File: src/rtl/axis_rx_arbiter.sv
// -----------------------------------------------------------------------------
// axis_rx_arbiter
//
// Merges two AXI-Stream sources into one output stream with packet-granular
// round-robin arbitration. A source that wins the grant keeps it until its
// tlast beat is accepted. Every packet costs one IDLE arbitration cycle. The
// output is a single registered stage (one cycle of latency), and back-pressure
// is applied to the granted source only.
//
// Parameters
//   DW : stream data width in bits (a multiple of 8)
//   CW : width of the per-source packet counters
//
// Ports
//   clk, reset                    : clock and synchronous active-high reset
//   axis_rx1_* / axis_rx2_*       : source streams (tdata, tkeep, tlast, tvalid in; tready out)
//   axis_tx_*                     : merged stream (tdata, tkeep, tlast, tvalid, tuser out; tready in)
//                                   tuser = source ID of the beat (0 = rx1, 1 = rx2)
//   pkt_cnt1, pkt_cnt2            : packets forwarded from rx1 / rx2 (wrap modulo 2^CW)
//   busy                          : high while a source holds the grant
// -----------------------------------------------------------------------------
module axis_rx_arbiter #(
    parameter int DW = 128,
    parameter int CW = 16
) (
    input  logic              clk,
    input  logic              reset,

    input  logic [DW-1:0]     axis_rx1_tdata,
    input  logic [DW/8-1:0]   axis_rx1_tkeep,
    input  logic              axis_rx1_tlast,
    input  logic              axis_rx1_tvalid,
    output logic              axis_rx1_tready,

    input  logic [DW-1:0]     axis_rx2_tdata,
    input  logic [DW/8-1:0]   axis_rx2_tkeep,
    input  logic              axis_rx2_tlast,
    input  logic              axis_rx2_tvalid,
    output logic              axis_rx2_tready,

    output logic [DW-1:0]     axis_tx_tdata,
    output logic [DW/8-1:0]   axis_tx_tkeep,
    output logic              axis_tx_tlast,
    output logic              axis_tx_tvalid,
    input  logic              axis_tx_tready,
    output logic              axis_tx_tuser,

    output logic [CW-1:0]     pkt_cnt1,
    output logic [CW-1:0]     pkt_cnt2,
    output logic              busy
);

    typedef enum logic [1:0] {
        IDLE   = 2'd0,
        GRANT1 = 2'd1,
        GRANT2 = 2'd2
    } state_t;

    state_t state_reg, state_next;
    logic   rr_reg, rr_next;        // 0: rx1 wins a tie, 1: rx2 wins a tie

    logic              tx_valid_reg;
    logic [DW-1:0]     tx_data_reg;
    logic [DW/8-1:0]   tx_keep_reg;
    logic              tx_last_reg;
    logic              tx_user_reg;

    // Per-source vectors, index 0 = rx1, index 1 = rx2.
    logic [1:0] src_valid;
    logic [1:0] src_last;
    logic [1:0] src_grant;
    logic [1:0] src_ready;
    logic [1:0] src_acc;

    assign src_valid = {axis_rx2_tvalid, axis_rx1_tvalid};
    assign src_last  = {axis_rx2_tlast,  axis_rx1_tlast};
    assign src_grant = {state_reg == GRANT2, state_reg == GRANT1};

    genvar gi;
    generate
        for (gi = 0; gi < 2; gi++) begin : g_src
            logic [CW-1:0] cnt_reg;

            // Ready is gated by reset so no beat can slip in while the
            // registered grant still reflects pre-reset state.
            assign src_ready[gi] = src_grant[gi] & ~reset & (~tx_valid_reg | axis_tx_tready);
            assign src_acc[gi]   = src_ready[gi] & src_valid[gi];

            always_ff @(posedge clk) begin
                if (reset) begin
                    cnt_reg <= '0;
                end else if (src_acc[gi] && src_last[gi]) begin
                    cnt_reg <= cnt_reg + CW'(1);
                end
            end
        end
    endgenerate

    assign axis_rx1_tready = src_ready[0];
    assign axis_rx2_tready = src_ready[1];
    assign pkt_cnt1        = g_src[0].cnt_reg;
    assign pkt_cnt2        = g_src[1].cnt_reg;
    assign busy            = (state_reg != IDLE);

    // State and round-robin pointer.
    always_ff @(posedge clk) begin
        if (reset) begin
            state_reg <= IDLE;
            rr_reg    <= 1'b0;
        end else begin
            state_reg <= state_next;
            rr_reg    <= rr_next;
        end
    end

    always_comb begin
        state_next = state_reg;
        rr_next    = rr_reg;
        case (state_reg)
            IDLE: begin
                if (src_valid[0] && src_valid[1]) begin
                    state_next = rr_reg ? GRANT2 : GRANT1;
                end else if (src_valid[0]) begin
                    state_next = GRANT1;
                end else if (src_valid[1]) begin
                    state_next = GRANT2;
                end
            end
            GRANT1: begin
                if (src_acc[0] && src_last[0]) begin
                    state_next = IDLE;
                    rr_next    = 1'b1;
                end
            end
            GRANT2: begin
                if (src_acc[1] && src_last[1]) begin
                    state_next = IDLE;
                    rr_next    = 1'b0;
                end
            end
            default: state_next = IDLE;
        endcase
    end

    // Output stage. Upstream ready already guarantees the register is empty
    // or draining whenever a new beat is accepted, so loading is always safe.
    always_ff @(posedge clk) begin
        if (reset) begin
            tx_valid_reg <= 1'b0;
            tx_data_reg  <= '0;
            tx_keep_reg  <= '0;
            tx_last_reg  <= 1'b0;
            tx_user_reg  <= 1'b0;
        end else if (|src_acc) begin
            tx_valid_reg <= 1'b1;
            tx_data_reg  <= src_acc[1] ? axis_rx2_tdata : axis_rx1_tdata;
            tx_keep_reg  <= src_acc[1] ? axis_rx2_tkeep : axis_rx1_tkeep;
            tx_last_reg  <= src_acc[1] ? axis_rx2_tlast : axis_rx1_tlast;
            tx_user_reg  <= src_acc[1];
        end else if (axis_tx_tready) begin
            tx_valid_reg <= 1'b0;
        end
    end

    assign axis_tx_tvalid = tx_valid_reg;
    assign axis_tx_tdata  = tx_data_reg;
    assign axis_tx_tkeep  = tx_keep_reg;
    assign axis_tx_tlast  = tx_last_reg;
    assign axis_tx_tuser  = tx_user_reg;

endmodule

File: config.mk
export PLATFORM = sky130hd
export DESIGN_NAME = axis_rx_arbiter
export DESIGN_NICKNAME = d
export VERILOG_FILES = /design/src/rtl/axis_rx_arbiter.sv
export SDC_FILE = /design/constraint.sdc
export NUM_CORES = 1
export LEC_CHECK = 0
export CAP_MARGIN = 5
export CORE_AREA = 2 2 184 186
export CTS_CLUSTER_SIZE = 30
export DETAILED_ROUTE_END_ITERATION = 10
export DIE_AREA = 0 0 186 188
export GPL_ROUTABILITY_DRIVEN = 0
export PLACE_DENSITY = 0.64
export SLEW_MARGIN = 5
export SYNTH_ARGS = -nofsm -noshare
export SYNTH_HDL_FRONTEND = slang
export SYNTH_SLANG_ARGS = --single-unit
File: constraint.sdc
create_clock -name clk -period 1.9 [get_ports clk]
set_input_delay 0.38 -clock clk [delete_from_list [all_inputs] [get_ports clk]]
set_output_delay 0.38 -clock clk [all_outputs]
set_load 0.01 [all_outputs]
==> results.tsv, run 1 <==
metric	value	unit
status	completed	
number of CTS-inserted buffers	17	
Net Switching	2.38	mW
Synth Area in Adders	0.305	%
port bufs	476	
Yosys top cell by area	dfxtp_1	
antenna violations before repair	0	
YS warnings	0	
top cells by area, synth	dfxtp_1 44%, a21oi_1 10%, a211oi_1 9.5%, nand2_1 7.1%, nor2_1 7.0%	
Hold Vio Cnt, Final	0	
Startpoint Class	register	
vias after detailed routing	9282	
Detail Route Antenna Nets	0	
TritonRoute pass-1 iters	4	
Worst VDD drop	0.616	mV
r2r endpoint	pkt_cnt1[10]	
Root Driver	clkbuf_16	
DRC	0	
final worst slack	0.0764	ns
clock period minus worst slack	1.82	ns
Sequential Power Share	43.4	%
Fmax achieved	0.548	GHz
Final setup violation count	0	
#FFs+latches synth	182	
global-route wire length before repair	49.8	mm
hold buffer count at cts	0	
share of cells above drive strength 1	12.0	%
Slew @ Worst Pin	1.04	ns
P per Cell Area	639	mW/mm²
Gate Count Post-Synth	1012	
Clock power frac	38.5	%
Pint	6.98	mW
post-synthesis mux area share	0.396	%
core area	0.0331	mm²
number of stages on the worst setup path	1	
DR iter-0 viols	392	
Tot Pwr	9.36	mW
grt total ovfl	0	
kind of critical path	reg2out	
vias per std cell	4.74	
design area	0.0146	mm²
Unique masters post-synth	45	
CP bufs+invs	1	
clock buffer depth	2	
non-filler instance count after layout	1959	
Layout area overhead	78.5	%
largest net degree at the start of global routing	69	
site row count	67	
Die H	188	µm
leakage power	5.17	nW
GRT Total Usage	18.2	%
final setup skew	0.0121	ns
critical path fanouts, max	5	
Final period util	96.0	%
pre-CTS setup slack	-0.401	ns
nets	1796	
number of global-route vias before repair	9111	
dpl cells	1924	
hold_ws	0.228	ns
CTS Sinks	182	
worst relative slew slack	30.7	%
crit-path cells	clkdlybuf4s50_1	
CTS tree	done	
Antenna diodes	0	
fin. max-slew vios	0	
RR Startpoint	state_reg[0]	
Mapped Area	0.00821	mm²
Compound-Gate Fraction of Synth Area	28.7	%
Post-Synth Simple-Gate Area	19.9	%
# IOs	477	
clock latency on the worst-skew pair	0.45	ns
Crit. End Element	output port	
Post-DP HPWL	24.4	mm
Avg Cell Area, Syn	8.11	µm²
Starting Density	24.8	%
R2R Setup Slk	0.09	ns
Worst Hold Class	in2reg	
Required @ worst endpoint	1.52	ns
Worst Path Arrival	1.44	ns
Post-Syn Nets	1309	
max cap viols	0	
Setup crit end	pkt_cnt2[6]	
Die Wd	186	µm
XOR/XNOR Fraction of Synth Area	0.427	%
utilization after layout	44.2	%
switching share of power	25.5	%
die footprint	0.0350	mm²
H-Tree Depth	4	
post-synthesis sequential area ratio	44.4	%
Comb power frac	18.1	%
Critical Path Start	pkt_cnt2[6]	
Yosys top cell area share	44.4	%
CP max stage delay	0.59	ns
main combinational cell family by area after synthesis	compound AO/OA/AOI/OAI gates	
slowest stage cell, crit path	clkdlybuf4s50_1	
family with the most delay on the worst path	buffers and inverters	
Fin Setup TNS	0	ns
max FFs per register	128	
Clk pin slew, worst setup/hold paths	0.08	ns
area post-placement	0.0140	mm²
DRT Wirelength	33.4	mm
routed length per instance	17.0	µm
R2R cell count	6	
[cells in the mapped netlist (all sizes together)]
library cell,instances
mux2,2
o21ai,6
o211ai,1
a311oi,1
mux2i,1
clkbuf,42
nor2,153
dfxtp,182
xnor2,1
o41ai,5
or2,3
a211oi,144
nor3b,2
inv,10
nand2,156
or4b,2
o311ai,3
nor2b,3
nor3,2
or3,8
or4,12
nand2b,1
ha,2
nand4,10
and2,4
nand3,14
and3,3
xor2,3
o31ai,13
and4,2
nor4bb,1
nor4,1
buf,48
a31oi,3
a21oi,168
[worst min-delay path by stage]
stage                     slack [ns]    startpoint           end  cells past startpoint
after global placement          0.45  pkt_cnt1[15]  pkt_cnt1[15]                      1
final                           0.23         reset   pkt_cnt2[2]                      3
after CTS                       0.20         reset   pkt_cnt2[2]                      3
after detailed placement        0.45  pkt_cnt1[15]  pkt_cnt1[15]                      1
after global routing            0.20         reset   pkt_cnt2[2]                      3
after floorplan                 0.44        rr_reg        rr_reg                      2
[cells by family after synthesis]
| family | count (synthesis) |
|---|---|
| mux | 3 |
| compound gates | 344 |
| flops | 182 |
| fa+ha+maj | 2 |
| simple gates | 377 |
| buf+inv | 100 |
| xor+xnor | 4 |
[area by class of cell]
class,instances,area (µm²)
Tap cell,448,561
Clock inverter,14,149
Clock buffer,17,425
Inverter,10,37.5
Multi-Input combinational cell,730,4150
Timing Repair Buffer,558,5680
Sequential cell,182,3650
Fill cell,3247,18500
[routing by layer]
| metal | routed length [µm] | global-route usage [%] |
|---|---|---|
| met4 | 755 | 6.15 |
| met5 | 0 | 0 |
| met2 | 16500 | 31.2 |
| met3 | 2400 | 5.65 |
| met1 | 13700 | 21.4 |
[power groups by stage]
stage          sequential, mW  combinational (mW)  clock, mW
6_report                 4.06                1.70       3.60
5_1_grt                  4.08                1.81       3.86
2_1_floorplan            4.21               0.463          0
3_3_place_gp             4.14                1.68          0
4_1_cts                  4.06                1.71       3.71
3_5_place_dp             4.14                1.69          0
[cells in the final DEF, fill, tap and decap left out, types with 4 or more instances in the layout]
| master | n |
|---|---|
| or3_1 | 6 |
| clkinv_2 | 4 |
| dlymetal6s2s_1 | 9 |
| buf_12 | 20 |
| o21ai_0 | 6 |
| or4_1 | 12 |
| buf_4 | 59 |
| nand4_1 | 9 |
| a211oi_2 | 42 |
| o41ai_1 | 5 |
| clkdlybuf4s50_1 | 462 |
| o31ai_1 | 13 |
| inv_1 | 10 |
| a211oi_1 | 102 |
| nand3_1 | 11 |
| dfxtp_1 | 178 |
| nand2_1 | 156 |
| nor2_1 | 152 |
| clkbuf_16 | 18 |
| a21oi_1 | 167 |
| inv_6 | 4 |
[what timing repair did]
action	in CTS	in global routing
endpoints found under the setup margin	4	35
gates cloned	0	1
pin swaps	1	4
endpoints found under the hold margin	0	0
resized for setup	17	20
buffers inserted	2	2
(Power assumes the default switching activity.)
==> inputs of run 2 (changes only) <==
--- a/config.mk
+++ b/config.mk
@@ -12,6 +12,7 @@
 export DIE_AREA = 0 0 186 188
 export GPL_ROUTABILITY_DRIVEN = 0
 export PLACE_DENSITY = 0.64
+export SKIP_CTS_REPAIR_TIMING = 1
 export SLEW_MARGIN = 5
 export SYNTH_ARGS = -nofsm -noshare
 export SYNTH_HDL_FRONTEND = slang
==> results.tsv, run 2 (synthesis gave the netlist of run 1 again) <==
metric	value	unit	change
grt total ovfl	0		unchanged
DRC	0		unchanged
antenna violations before repair	0		unchanged
max cap viols	0		unchanged
RSZ-0062 raised after global routing	yes		
most common cell after layout, fill and taps aside	clkdlybuf4s50_1		
Required @ worst endpoint	1.52	ns	about the same
DR iter-0 viols	408		+4.1%
Antenna diodes	0		unchanged
CTS Sinks	182		unchanged
CTS tree	done		
die footprint	0.0350	mm²	unchanged
Sequential Power Share	43.4	%	about the same
largest net degree at the start of global routing	69		unchanged
Detail Route Antenna Nets	0		unchanged
H-Tree Depth	4		unchanged
clock latency on the worst-skew pair	0.45	ns	about the same
routed length per instance	17.0	µm	-0.50%
Final setup violation count	0		unchanged
number of global-route vias before repair	9090		-0.23%
Fmax achieved	0.539	GHz	-1.7%
kind of critical path	reg2out		
vias after detailed routing	9265		-0.18%
most frequent cells in the layout	463 x clkdlybuf4s50_1, 177 x dfxtp_1, 167 x a21oi_1		
Die H	188	µm	unchanged
status	completed		
max FFs per register	128		unchanged
Comb power frac	18.0	%	about the same
port bufs	476		unchanged
Worst Hold Class	in2reg		
number of CTS-inserted buffers	17		unchanged
Net Switching	2.38	mW	-0.16%
nets	1794		-0.11%
share of cells above drive strength 1	11.5	%	-0.51 points
global-route wire length before repair	49.7	mm	-0.19%
core area	0.0331	mm²	unchanged
Crit. End Element	output port		
# IOs	477		unchanged
vias per std cell	4.73		about the same
Pint	6.97	mW	-0.10%
clock period minus worst slack	1.85	ns	+0.0307 ns
Clk pin slew, worst setup/hold paths	0.08	ns	about the same
DRT Wirelength	33.2	mm	-0.60%
clock buffer depth	2		unchanged
hold_ws	0.224	ns	-0.00402 ns
Root Driver	clkbuf_16		
Startpoint Class	register		
critical path fanouts, max	5		unchanged
Worst Path Arrival	1.47	ns	+0.03 ns
Worst VDD drop	0.617	mV	+0.11%
GRT Total Usage	18.2	%	-0.037 points
fin. max-slew vios	0		unchanged
Starting Density	24.8	%	unchanged
Hold Vio Cnt, Final	0		unchanged
Post-DP HPWL	24.4	mm	unchanged
Slew @ Worst Pin	1.01	ns	-0.0254 ns
site row count	67		unchanged
Clock power frac	38.5	%	about the same
TritonRoute pass-1 iters	4		unchanged
Die Wd	186	µm	unchanged
Final period util	97.6	%	+1.6 points
Layout area overhead	77.7	%	
switching share of power	25.4	%	about the same
P per Cell Area	641	mW/mm²	+0.33%
design area	0.0146	mm²	-0.44%
area post-placement	0.0140	mm²	unchanged
leakage power	5.15	nW	-0.46%
worst relative slew slack	32.4	%	+1.7 points
final setup skew	0.0112	ns	-0.000890 ns
==> run 2: cell types whose count changed in the layout (fill, tap and decap cells not counted), moves of 2 or more <==
cell      delta
a211oi_2     -2
buf_2        -3
a211oi_1     +2
clkbuf_2     +2
==> run 2: final timing paths <==
kind	from	endpoint	slack, ns	depth (start not counted)
max	state_reg[0]	axis_rx1_tready	0.05	4
min	reset	pkt_cnt2[2]	0.22	3
max reg2reg	state_reg[0]	pkt_cnt1[10]	0.11	6
min reg2reg	pkt_cnt1[15]	pkt_cnt1[15]	0.47	1
==> run 2: per-stage QoR <==
step	TNS, ns	utilization [%]	cells	power (mW)	setup WS (ns)
global placement	-47.97	42.2	1924	5.82	-0.428
floorplan	0	-	1012	4.67	0.208
global route	-0.0313	44.0	1957	9.73	-0.0313
CTS	-1.12	43.9	1955	9.47	-0.491
detailed placement	-52.11	42.2	1924	5.83	-0.401
finish	0	44.0	1957	9.35	0.0457
==> run 2: critical path, cell delays in order (launching register included) <==
cell and delay (ns):
dfxtp_4 0.38, nor3b_4 0.21, buf_4 0.17, and2_1 0.14, clkbuf_2 0.14
==> run 2: area by class of cell <==
class,count,area [µm²]
clock inverter,14,149
multi-input combinational,730,4120
sequential,182,3650
timing repair buffer,556,5640
fill,3257,18500
clock buffer,17,425
tap,448,561
inverter,10,37.5
==> run 2: per-layer routing <==
| layer | vias up | part of all wire (%) | global-route usage, % |
|---|---|---|---|
| met2 | 312 | 50 | 31.1 |
| met4 | 0 | 2.4 | 6.15 |
| met5 | - | 0 | 0 |
| met1 | 4353 | 41 | 21.4 |
| li1 | 4558 | - | - |
| met3 | 42 | 7.0 | 5.65 |
==> run 2: power by group through the flow <==
stage | sequential, mW | combinational [mW] | clock [mW]
finish | 4.06 | 1.69 | 3.60
floorplan | 4.21 | 0.463 | 0
global route | 4.07 | 1.80 | 3.86
CTS | 4.06 | 1.70 | 3.71
detailed placement | 4.14 | 1.69 | 0
global placement | 4.14 | 1.68 | 0
==> inputs of run 3 (changes only) <==
--- a/config.mk
+++ b/config.mk
@@ -12,6 +12,7 @@
 export DIE_AREA = 0 0 186 188
 export GPL_ROUTABILITY_DRIVEN = 0
 export PLACE_DENSITY = 0.64
+export REMOVE_ABC_BUFFERS = 1
 export SKIP_CTS_REPAIR_TIMING = 1
 export SLEW_MARGIN = 5
 export SYNTH_ARGS = -nofsm -noshare
==> results.tsv, run 3 (synthesis gave the netlist of run 1 again) <==
metric	value	unit	change
DRC	0		unchanged
H-Tree Depth	4		unchanged
Layout area overhead	79.6	%	
DR iter-0 viols	472		+16%
CP max stage delay	0.48	ns	+0.10 ns
slowest stage cell, crit path	clkdlybuf4s50_1		
clock period minus worst slack	1.84	ns	-0.0133 ns
site row count	67		unchanged
Clk pin slew, worst setup/hold paths	0.06	ns	-0.02 ns
die footprint	0.0350	mm²	unchanged
kind of critical path	in2out		
RSZ-0062 raised after global routing	no		
clock latency on the worst-skew pair	0.45	ns	about the same
vias after detailed routing	9394		+1.4%
Slew @ Worst Pin	0.737	ns	-0.277 ns
routed length per instance	16.9	µm	-0.33%
Post-DP HPWL	25.0	mm	+2.7%
nets	1800		+0.33%
P per Cell Area	640	mW/mm²	about the same
max FFs per register	128		unchanged
# IOs	477		unchanged
Fin Setup TNS	0	ns	unchanged
CTS Sinks	182		unchanged
Worst Path Arrival	1.46	ns	about the same
largest net degree at the start of global routing	97		+41%
Starting Density	24.8	%	unchanged
antenna violations before repair	0		unchanged
port bufs	476		unchanged
Final period util	96.9	%	-0.70 points
leakage power	5.15	nW	about the same
number of global-route vias before repair	9244		+1.7%
max cap viols	0		unchanged
Worst Hold Class	in2reg		
share of cells above drive strength 1	11.9	%	+0.34 points
fill count	3224		-1.0%
final setup skew	0.0131	ns	+0.00191 ns
global-route wire length before repair	50.4	mm	+1.3%
crit-path cells	clkdlybuf4s50_1 -> nand2b_1 -> buf_12 -> and3_1 -> clkbuf_2		
core area	0.0331	mm²	unchanged
utilization after layout	44.5	%	+0.49 points
Die H	188	µm	unchanged
vias per std cell	4.78		+1.0%
most common cell after layout, fill and taps aside	clkdlybuf4s50_1		
Die Wd	186	µm	unchanged
Hold Vio Cnt, Final	0		unchanged
fin. max-slew vios	0		unchanged
Final setup violation count	0		unchanged
design area	0.0147	mm²	+1.1%
clock buffer depth	2		unchanged
Fmax achieved	0.543	GHz	+0.72%
worst relative slew slack	50.9	%	+18 points
Crit. End Element	output port		
GRT Total Usage	18.4	%	+0.24 points
CTS tree	done		
Detail Route Antenna Nets	0		unchanged
most frequent cells in the layout	467 x clkdlybuf4s50_1, 177 x dfxtp_1, 168 x a21oi_1		
number of CTS-inserted buffers	17		unchanged
TritonRoute pass-1 iters	5		+1
DRT Wirelength	33.2	mm	about the same
status	completed		
area post-placement	0.0141	mm²	+0.95%
critical path fanouts, max	12		+7
grt total ovfl	0		unchanged
Root Driver	clkbuf_16		
Required @ worst endpoint	1.52	ns	about the same
Worst VDD drop	0.624	mV	+1.2%
Tot Pwr	9.44	mW	+1.1%
Startpoint Class	input port		
Antenna diodes	0		unchanged
[run 3: cell count changes in the layout (fill, tap and decap cells not counted), moves of 2 or more]
| cell | previous run | this run |
|---|---|---|
| dlymetal6s2s_1 | 10 | 7 |
| buf_12 | 21 | 28 |
| clkinvlp_4 | 3 | 5 |
| clkbuf_8 | 0 | 2 |
| clkdlybuf4s50_1 | 463 | 467 |
| clkinv_2 | 4 | 1 |
[run 3: path summary, 6_finish.rpt]
| kind | startpoint | to | slack [ns] | cells after the start |
|---|---|---|---|---|
| setup / recovery | axis_tx_tready | axis_rx2_tready | 0.06 | 5 |
| hold / removal | reset | pkt_cnt2[2] | 0.27 | 3 |
| setup reg to reg | state_reg[0] | pkt_cnt1[12] | 0.09 | 7 |
| hold reg to reg | state_reg[0] | state_reg[1] | 0.48 | 1 |
[run 3: layout make-up]
cell class	instances	area, µm²	area share, %
inverter	10	37.5	0.255
sequential	182	3650	24.8
timing repair buffer	562	5770	39.2
multi-input combinational	730	4120	28.0
tap	448	561	3.80
clock buffer	20	457	3.10
clock inverter	12	140	0.950
[run 3: per-stage QoR]
step / hold slack, ns / std cells / setup WS (ns)
after floorplan: 0.442 / 922 / -2.15
after global placement: 0.453 / 1930 / -0.319
after detailed placement: 0.467 / 1930 / -0.346
after CTS: 0.235 / 1962 / -0.417
after global routing: 0.261 / 1964 / 0.00432
final: 0.273 / 1964 / 0.0589
[run 3: worst max-delay path, delay by kind of cell]
family	cells	cell delay [ns]
buffers and inverters	3	0.76
AND/OR/NAND/NOR	2	0.31
[run 3: report_power, final]
group          leakage, nW  switching [mW]  internal [mW]
combinational         3.39           0.635           1.07
clock                0.278            1.66           2.03
sequential            1.48          0.0866           3.97
[run 3: routing by layer]
layer  track usage, %  vias up  wire length, µm
met5                0        -                0
met4             6.72        0              702
met3             5.42       43             2440
met2             31.6      345            16600
met1             21.6     4422            13500
li1                 -     4584                -
